<file path="config.mk">
export PLATFORM = sky130hd
export DESIGN_NAME = onchip_mem_arbiter
export DESIGN_NICKNAME = d
export VERILOG_FILES = /design/src/rtl/onchip_mem_arbiter.sv
export SDC_FILE = /design/constraint.sdc
export NUM_CORES = 1
export LEC_CHECK = 0
export ABC_AREA = 1
export CAP_MARGIN = 20
export CORE_AREA = 5 5 109 111
export CTS_BUF_LIST = sky130_fd_sc_hd__clkbuf_4
export DETAILED_ROUTE_END_ITERATION = 7
export DIE_AREA = 0 0 114 116
export GPL_TIMING_DRIVEN = 0
export HOLD_SLACK_MARGIN = 0.12
export PLACE_DENSITY = 0.77
export SYNTH_ARGS = -nofsm -noshare
export SYNTH_HDL_FRONTEND = slang
export SYNTH_SLANG_ARGS = --single-unit
</file>
<file path="constraint.sdc">
create_clock -name clk -period 3.35 [get_ports clk]
set_clock_uncertainty 0.2 [all_clocks]
set_input_delay 0.5025 -clock clk [delete_from_list [all_inputs] [get_ports clk]]
set_output_delay 0.5025 -clock clk [all_outputs]
set_load 0.05 [all_outputs]
</file>
<file path="src/rtl/onchip_mem_arbiter.sv">
// Two-port round-robin arbiter in front of a single-port on-chip RAM.
// Out-of-range accesses are completed locally and the first one is logged in sticky error status.
module onchip_mem_arbiter #(
  parameter int unsigned ADDR_W    = 17,
  parameter int unsigned DEPTH     = 100240,
  parameter logic [31:0] FILL_WORD = 32'hDEADBEEF
) (
  input  logic              clk,
  input  logic              reset_n,
  input  logic [ADDR_W-1:0] s0_address,
  input  logic [3:0]        s0_byteenable,
  input  logic              s0_read,
  input  logic              s0_write,
  input  logic [31:0]       s0_writedata,
  output logic              s0_waitrequest,
  output logic [31:0]       s0_readdata,
  output logic              s0_readdatavalid,
  input  logic [ADDR_W-1:0] s1_address,
  input  logic [3:0]        s1_byteenable,
  input  logic              s1_read,
  input  logic              s1_write,
  input  logic [31:0]       s1_writedata,
  output logic              s1_waitrequest,
  output logic [31:0]       s1_readdata,
  output logic              s1_readdatavalid,
  output logic [ADDR_W-1:0] mem_address,
  output logic [3:0]        mem_byteenable,
  output logic [31:0]       mem_writedata,
  output logic              mem_chipselect,
  output logic              mem_write,
  output logic              mem_clken,
  input  logic [31:0]       mem_readdata,
  input  logic              freeze,
  input  logic              err_clear,
  output logic              err_flag,
  output logic              err_port,
  output logic [ADDR_W-1:0] err_addr
);

  logic              req0, req1;
  logic              grant0, grant1, grant_valid;
  logic              sel_write, in_range, accept_read, oor_access;
  logic [ADDR_W-1:0] sel_addr;
  logic              last_grant;
  logic              rd_valid0, rd_valid1, rd_oor;

  assign req0 = s0_read | s0_write;
  assign req1 = s1_read | s1_write;

  // Round-robin: under contention the port that did not win last time is granted.
  always_comb begin
    grant0 = 1'b0;
    grant1 = 1'b0;
    if (!freeze) begin
      if (req0 && req1) begin
        grant0 = last_grant;
        grant1 = ~last_grant;
      end else begin
        grant0 = req0;
        grant1 = req1;
      end
    end
  end

  assign grant_valid    = grant0 | grant1;
  assign s0_waitrequest = req0 & ~grant0;
  assign s1_waitrequest = req1 & ~grant1;

  assign sel_addr  = grant1 ? s1_address : s0_address;
  assign sel_write = grant1 ? s1_write   : s0_write;
  assign in_range  = (64'(sel_addr) < 64'(DEPTH));

  assign mem_address    = sel_addr;
  assign mem_byteenable = grant1 ? s1_byteenable : s0_byteenable;
  assign mem_writedata  = grant1 ? s1_writedata  : s0_writedata;
  assign mem_chipselect = grant_valid & in_range;
  assign mem_write      = mem_chipselect & sel_write;
  assign mem_clken      = 1'b1;

  assign accept_read = grant_valid & ~sel_write;
  assign oor_access  = grant_valid & ~in_range;

  // Read return pipeline: one cycle, tagged with owner and range status.
  always_ff @(posedge clk or negedge reset_n) begin
    if (!reset_n) begin
      rd_valid0  <= 1'b0;
      rd_valid1  <= 1'b0;
      rd_oor     <= 1'b0;
      last_grant <= 1'b1;
    end else begin
      rd_valid0 <= accept_read & grant0;
      rd_valid1 <= accept_read & grant1;
      rd_oor    <= ~in_range;
      if (grant_valid) begin
        last_grant <= grant1;
      end
    end
  end

  assign s0_readdatavalid = rd_valid0;
  assign s1_readdatavalid = rd_valid1;
  assign s0_readdata      = rd_oor ? FILL_WORD : mem_readdata;
  assign s1_readdata      = rd_oor ? FILL_WORD : mem_readdata;

  // Sticky error capture; a new error beats a simultaneous clear.
  always_ff @(posedge clk or negedge reset_n) begin
    if (!reset_n) begin
      err_flag <= 1'b0;
      err_port <= 1'b0;
      err_addr <= '0;
    end else if (oor_access && (!err_flag || err_clear)) begin
      err_flag <= 1'b1;
      err_port <= grant1;
      err_addr <= sel_addr;
    end else if (err_clear) begin
      err_flag <= 1'b0;
      err_port <= 1'b0;
      err_addr <= '0;
    end
  end

endmodule

</file>
==> results of run 1 <==
## cell families after synthesis
| logic type | after synthesis |
|---|---|
| buf+inv | 79 |
| flops | 23 |
| compound gates | 10 |
| other cells | 1 |
| simple gates | 258 |
## routing by layer
layer / share of wire, % / GRT usage, % / routed length (um)
met5: 0 / 0 / 0
met4: 2.0 / 3.88 / 257
met3: 11 / 5.80 / 1380
met2: 52 / 34.0 / 6630
met1: 35 / 18.3 / 4490
## power by group
part / switching [W] / internal [W]
sequential: 0.0000198 / 0.000306
clock: 0.0000844 / 0.0000446
combinational: 0.000943 / 0.000553
## state kept, by name, summed over array words and instances, names as in the netlist
| signal | count |
|---|---|
| last_grant | 1 |
| rd_oor | 1 |
| err_addr | 17 |
| err_flag | 1 |
| err_port | 1 |
| s1_readdatavalid | 1 |
| s0_readdatavalid | 1 |
## cell type report
cell class,count,area [um^2]
Timing Repair Buffer,293,2960
Clock buffer,3,22.5
Fill cell,1055,5240
Sequential cell,23,577
Inverter,28,106
Multi-Input combinational cell,269,1250
Tap cell,140,175
Buffer,51,365
Clock inverter,1,5.00
## repair_timing
action / CTS / global route
buffers inserted: 1 / 4
gates cloned: 0 / 0
setup endpoints to repair: 41 / 29
pin swaps: 1 / 3
resized for setup: 112 / 6
## cells in the final DEF (no fill, tap or decap), drive strengths merged
master	instances
a21boi	1
and2	1
buf	46
clkbuf	16
clkdlybuf4s15	28
clkdlybuf4s18	1
clkdlybuf4s50	245
clkinv	4
conb	1
dfrtp	22
dfstp	1
dlygate4sd2	10
dlymetal6s2s	1
inv	25
nand2	170
nand3	21
nand3b	2
nand4	17
nor2	22
nor3b	1
o21ai	9
or2	24
## synthesized netlist by cell type, drive strengths merged
master,number
a21boi,1
and2,1
buf,41
clkbuf,10
clkinv,3
conb,1
dfrtp,22
dfstp,1
inv,25
nand2,170
nand3,21
nand3b,2
nand4,17
nor2,22
nor3b,1
o21ai,9
or2,24
## metrics by stage
step                hold WS (ps)  setup TNS [ps]  worst slack, ps  instance area, um^2
finish                       195               0             65.0                 5460
global route                 190           -11.2            -11.2                 5460
CTS                          303               0             12.1                 5400
detailed placement           283          -19520             -630                 5340
global placement             286          -18120             -609                 5340
floorplan                   6.91               0              137                 2290
## worst max-delay path, delay by kind of cell
family / cells / cell delay (ps)
AOI/OAI and AO/OA: 1 / 70
buffers and inverters: 4 / 1600
and+or+nand+nor: 4 / 400
## final timing paths
| kind | start | cells past startpoint | to | slack [ps] |
|---|---|---|---|---|
| max | s1_write | 9 | mem_address[13] | 60 |
| min | reset_n | 1 | err_addr[12]$_DFFE_PN0P_ | 200 |
| max reg2reg | last_grant$_DFFE_PN1N_ | 13 | err_addr[5]$_DFFE_PN0P_ | 1100 |
| min reg2reg | last_grant$_DFFE_PN1N_ | 2 | last_grant$_DFFE_PN1N_ | 300 |
| max in group asynchronous | reset_n | 2 | last_grant$_DFFE_PN1N_ | 2240 |
| min in group clk | last_grant$_DFFE_PN1N_ | 2 | last_grant$_DFFE_PN1N_ | 300 |
==> out/qor.yml, run 1 <==
finish:
  fin_cells: 808
  fin_util_pct: 51.0
  nets: 815
  areaGrowthSynthToFinish_pct: 139
  diodes: 0
  drive_gt1_share_pct: 19.0
synthesis:
  synth_area_leader_cell: "nand2_1"
  yosysSeqAreaShare_pct: 25.2
  synth_top_family_by_area: "simple AND/OR/NAND/NOR gates"
  yosys.area_share.simple_pct: 51.1
  synth_cell_types: 28
  netlist_area_um2: 2290
  syn_nets: 517
  synth_top_area_share_pct: 27.1
  syn_inst: 371
  synthMuxAreaShare_pct: 0
  postSynthAreaPerCell_um2: 6.17
  synthAdderAreaFrac_pct: 0
  yosysWarnings: 0
  ys_ff_latch: 23
  synth_xor_area_share_pct: 0
  synth_area_leaders: "nand2_1, dfrtp_1, buf_4"
  synth_compound_area_share_pct: 3.28
clock_tree:
  cts_tree: "done"
  cts_max_level: 1
  postCtsHoldBufs: 0
  clkLatencyLatePin_ps: 310
  numCtsBuffers: 3
  cts_num_sinks: 23
  cts_buffer_depth: 2
  root_buffer: "clkbuf_4"
  clkTransAtPathRegs_ps: 130
critical_path:
  cp.arrival_ps: 2580
  start_kind: "input port"
  worst_path_max_delay_cell: "clkdlybuf4s50_1"
  cp-end-kind: "output pin"
  crit_required_ps: 2650
  crit_path_max_incr_delay_ps: 840
  path_cells: "clkdlybuf4s50_1 > nor2_4 > nor2_4 > nand2_4 > buf_6 > nand2_1 > o21ai_1 > inv_1 > clkdlybuf4s50_1"
  crit_type: "in -> out"
  crit_fanout: 10
sta:
  drv_slew: 0
  relSlewSlack_pct: 61.3
  min_period_ps: 3290
  tightest_slew_ps: 579
  hold_violations: 0
  fmax_mhz: 304
  period_share_pct: 98.1
  setup_viol: 0
floorplan:
  die_x_um: 114
  die_area_um2: 13200
  ios: 289
  rows: 38
  initial_core_util_pct: 21.4
  coreArea_um2: 10700
  fp.dieH_um: 116
global_route:
  grt_pass1_wl_um: 18300
  grt_antenna_before_repair: 0
  grt_usage_pct: 17.6
  grt_max_degree: 24
  overflow: 0
  grt_pass1_vias: 3526
route:
  via_count: 3471
  drt_iter0_markers: 86
  routed_wl_um: 12800
  antenna_left: 0
  vias_per_cell: 4.30
  drtPass1Iterations: 5
  post_drt_wl_per_cell_um: 15.8
  drc: 0
job:
  cap_violations: 0
placement:
  port_buffers: 287
  dp.cells: 798
  hpwlAfterDp_um: 11300
  gp_congestion: 0.916
power:
  power.total_w: 0.00195
  leakage_nw: 2.64
  ir_drop_uv: 176
  pwr_density_cell_nw_per_um2: 357
run_status:
  outcome: "finished clean"
hold_path:
  hold_path_class: "in -> async"
No activity file was read; power rests on OpenSTA's default activity.
==> run 2, diff against run 1 <==
Settings changed: ABC_AREA 1 to 0, PLACE_DENSITY 0.77 to 0.76.
==> out/qor.yml, run 2 <==
clock_tree:
  cts_tree: "done"  # unchanged
  clkTransAtPathRegs_ps: 140  # was 130 ps
  cts_num_sinks: 23  # unchanged
  clkLatencyLatePin_ps: 320  # was 310 ps
  postCtsHoldBufs: 0  # unchanged
  cts_buffer_depth: 2  # unchanged
  cts_max_level: 1  # unchanged
  numCtsBuffers: 3  # unchanged
  root_buffer: "clkbuf_4"  # unchanged
  postCtsSetupRepairBufs: 0  # was 1
global_route:
  grt_max_degree: 15  # was 24
  overflow: 0  # unchanged
  grt_usage_pct: 15.2  # was 17.6%
  grt_pass1_vias: 3011  # was 3526
  grt_antenna_before_repair: 0  # unchanged
  grt_pass1_wl_um: 16000  # was 18300 um
sta:
  final.setup.tns_ps: 0  # unchanged
  fin_hold_ws_ps: 332  # was 195 ps
  drv_slew: 0  # unchanged
  rsz0062_at_grt: "no"
  relSlewSlack_pct: 59.2  # was 61.3%
  hold_violations: 0  # unchanged
  setup_viol: 0  # unchanged
  fmax_mhz: 305  # was 304 MHz
  tightest_slew_ps: 610  # was 579 ps
  period_share_pct: 97.9  # was 98.1%
  min_period_ps: 3280  # was 3290 ps
floorplan:
  rows: 38  # unchanged
  die_area_um2: 13200  # unchanged
  ios: 289  # unchanged
  fp.dieH_um: 116  # unchanged
  initial_core_util_pct: 20.6  # was 21.4%
  die_x_um: 114  # unchanged
  coreArea_um2: 10700  # unchanged
synthesis:
  synthArstFlopShare_pct: 100  # unchanged
  postSynthAreaPerCell_um2: 9.98  # was 6.17 um^2
  yosysWarnings: 0  # unchanged
  syn_nets: 367  # was 517
  synth_top_area_share_pct: 31.1  # was 27.1%
  syn_inst: 221  # was 371
  synth_edf_count: 0  # unchanged
  synth_area_leader_cell: "mux2_2"  # was nand2_1
  synth_flop_cell: "dfrtp_1"  # unchanged
  netlist_area_um2: 2210  # was 2290 um^2
  synth.most_common_cell: "mux2_2"  # was nand2_1
  synth_common_cells: "mux2_2, buf_4, nor2b_1, or2_2, dfrtp_1"  # was nand2_1, buf_4, inv_1
  ys_ff_latch: 23  # unchanged
  synth_area_leaders: "mux2_2, dfrtp_1, buf_4"  # was nand2_1, dfrtp_1, buf_4
  synth_cell_types: 29  # was 28
  yosysSeqAreaShare_pct: 26.1  # was 25.2%
route:
  via_count: 2706  # was 3471
  antenna_left: 0  # unchanged
  drt_iter0_markers: 50  # was 86
  drtPass1Iterations: 4  # was 5
  drc: 0  # unchanged
  routed_wl_um: 11300  # was 12800 um
  post_drt_wl_per_cell_um: 17.3  # was 15.8 um
  vias_per_cell: 4.14  # was 4.30
power:
  power.total_w: 0.00173  # was 0.00195 W
  leakage_nw: 2.22  # was 2.64 nW
  pwr_density_cell_nw_per_um2: 335  # was 357 nW/um^2
  ir_drop_uv: 180  # was 176 uV
critical_path:
  crit_type: "in -> out"  # unchanged
  cp-end-kind: "output pin"  # unchanged
  crit_fanout: 5  # was 10
  cp.arrival_ps: 2580  # about the same
  start_kind: "input port"  # unchanged
  crit_required_ps: 2650  # about the same
placement:
  hpwlAfterDp_um: 9900  # was 11300 um
  port_buffers: 287  # unchanged
  gp_congestion: 0.850  # was 0.916
finish:
  final_cell_mix: "clkdlybuf4s50_1, mux2_2, buf_2, buf_4"  # was clkdlybuf4s50_1, nand2_1, buf_4, clkdlybuf4s15_2, inv_1
  drive_gt1_share_pct: 38.0  # was 19.0%
  regMostFlops: "err_addr"  # unchanged
  diodes: 0  # unchanged
  largest_register_ffs: 17  # unchanged
  areaGrowthSynthToFinish_pct: 134  # was 139%
  final_common_cell: "clkdlybuf4s50_1"  # unchanged
  nets: 660  # was 815
job:
  cap_violations: 0  # unchanged
hold_path:
  hold_path_class: "in -> async"  # unchanged
run_status:
  outcome: "finished clean"  # unchanged
[run 2: metal layers]
metal	part of all wire, %	GRT usage (%)
met5	0	0
met4	0.95	2.22
met3	10	5.27
met2	51	28.0
met1	38	17.2
[run 2: final cells by class]
cell class	instances	area, um^2
clock buffers	4	30.0
inverters	3	11.3
multi-input cells	151	1330
plain buffers	44	313
flip-flops and latches	23	577
well taps	140	175
fillers	1022	5530
repair buffers	288	2740
[run 2: cells by family after synthesis]
logic type             synth area share (%)
AO/OA/AOI/OAI                          2.95
buffers and inverters                  14.3
flip-flops                             26.1
multiplexers                           36.8
other                                 0.170
AND/OR/NAND/NOR                        19.6
[run 2: report_power, final]
part           switching (W)  total [W]  leakage, nW  internal (W)
registers          0.0000134   0.000314        0.308      0.000301
clock network      0.0000876   0.000142       0.0184     0.0000546
logic               0.000766    0.00127         1.89      0.000508
[run 2: through the flow]
step | std cells | setup slack [ps] | cell area [um^2] | utilization (%)
2_1_floorplan | 221 | 29.9 | 2210 | -
3_3_place_gp | 648 | -701 | 5250 | 49.1
3_5_place_dp | 649 | -745 | 5280 | 49.4
4_1_cts | 653 | 25.1 | 5160 | 48.3
5_1_grt | 653 | 30.5 | 5170 | 48.3
6_report | 653 | 71.1 | 5170 | 48.3
[run 2: what timing repair did]
action | CTS | global route
gates resized for setup | 240 | 3
setup endpoints to repair | 56 | 4
pin swaps | 0 | 0
cloned | 0 | 0
endpoints found under the hold margin | 0 | 0
[run 2: worst paths after layout]
path                                   startpoint                       to  slack, ps  cells after the start
hold reg to reg            last_grant$_DFFE_PN1N_   last_grant$_DFFE_PN1N_        330                      2
max in group asynchronous                 reset_n   last_grant$_DFFE_PN1N_       2050                      2
hold / removal                            reset_n  err_addr[9]$_DFFE_PN0P_        330                      1
setup reg to reg           last_grant$_DFFE_PN1N_  err_addr[2]$_DFFE_PN0P_       1260                      5
min in group clk           last_grant$_DFFE_PN1N_   last_grant$_DFFE_PN1N_        330                      2
setup / recovery                         s0_write           mem_chipselect         70                      6
[run 2: worst max-delay path, cell delays in order]
cell	delay (ps)
clkdlybuf4s50_1	470
or2_1	290
a211o_4	390
a32o_2	320
and2b_1	210
clkdlybuf4s15_2	380
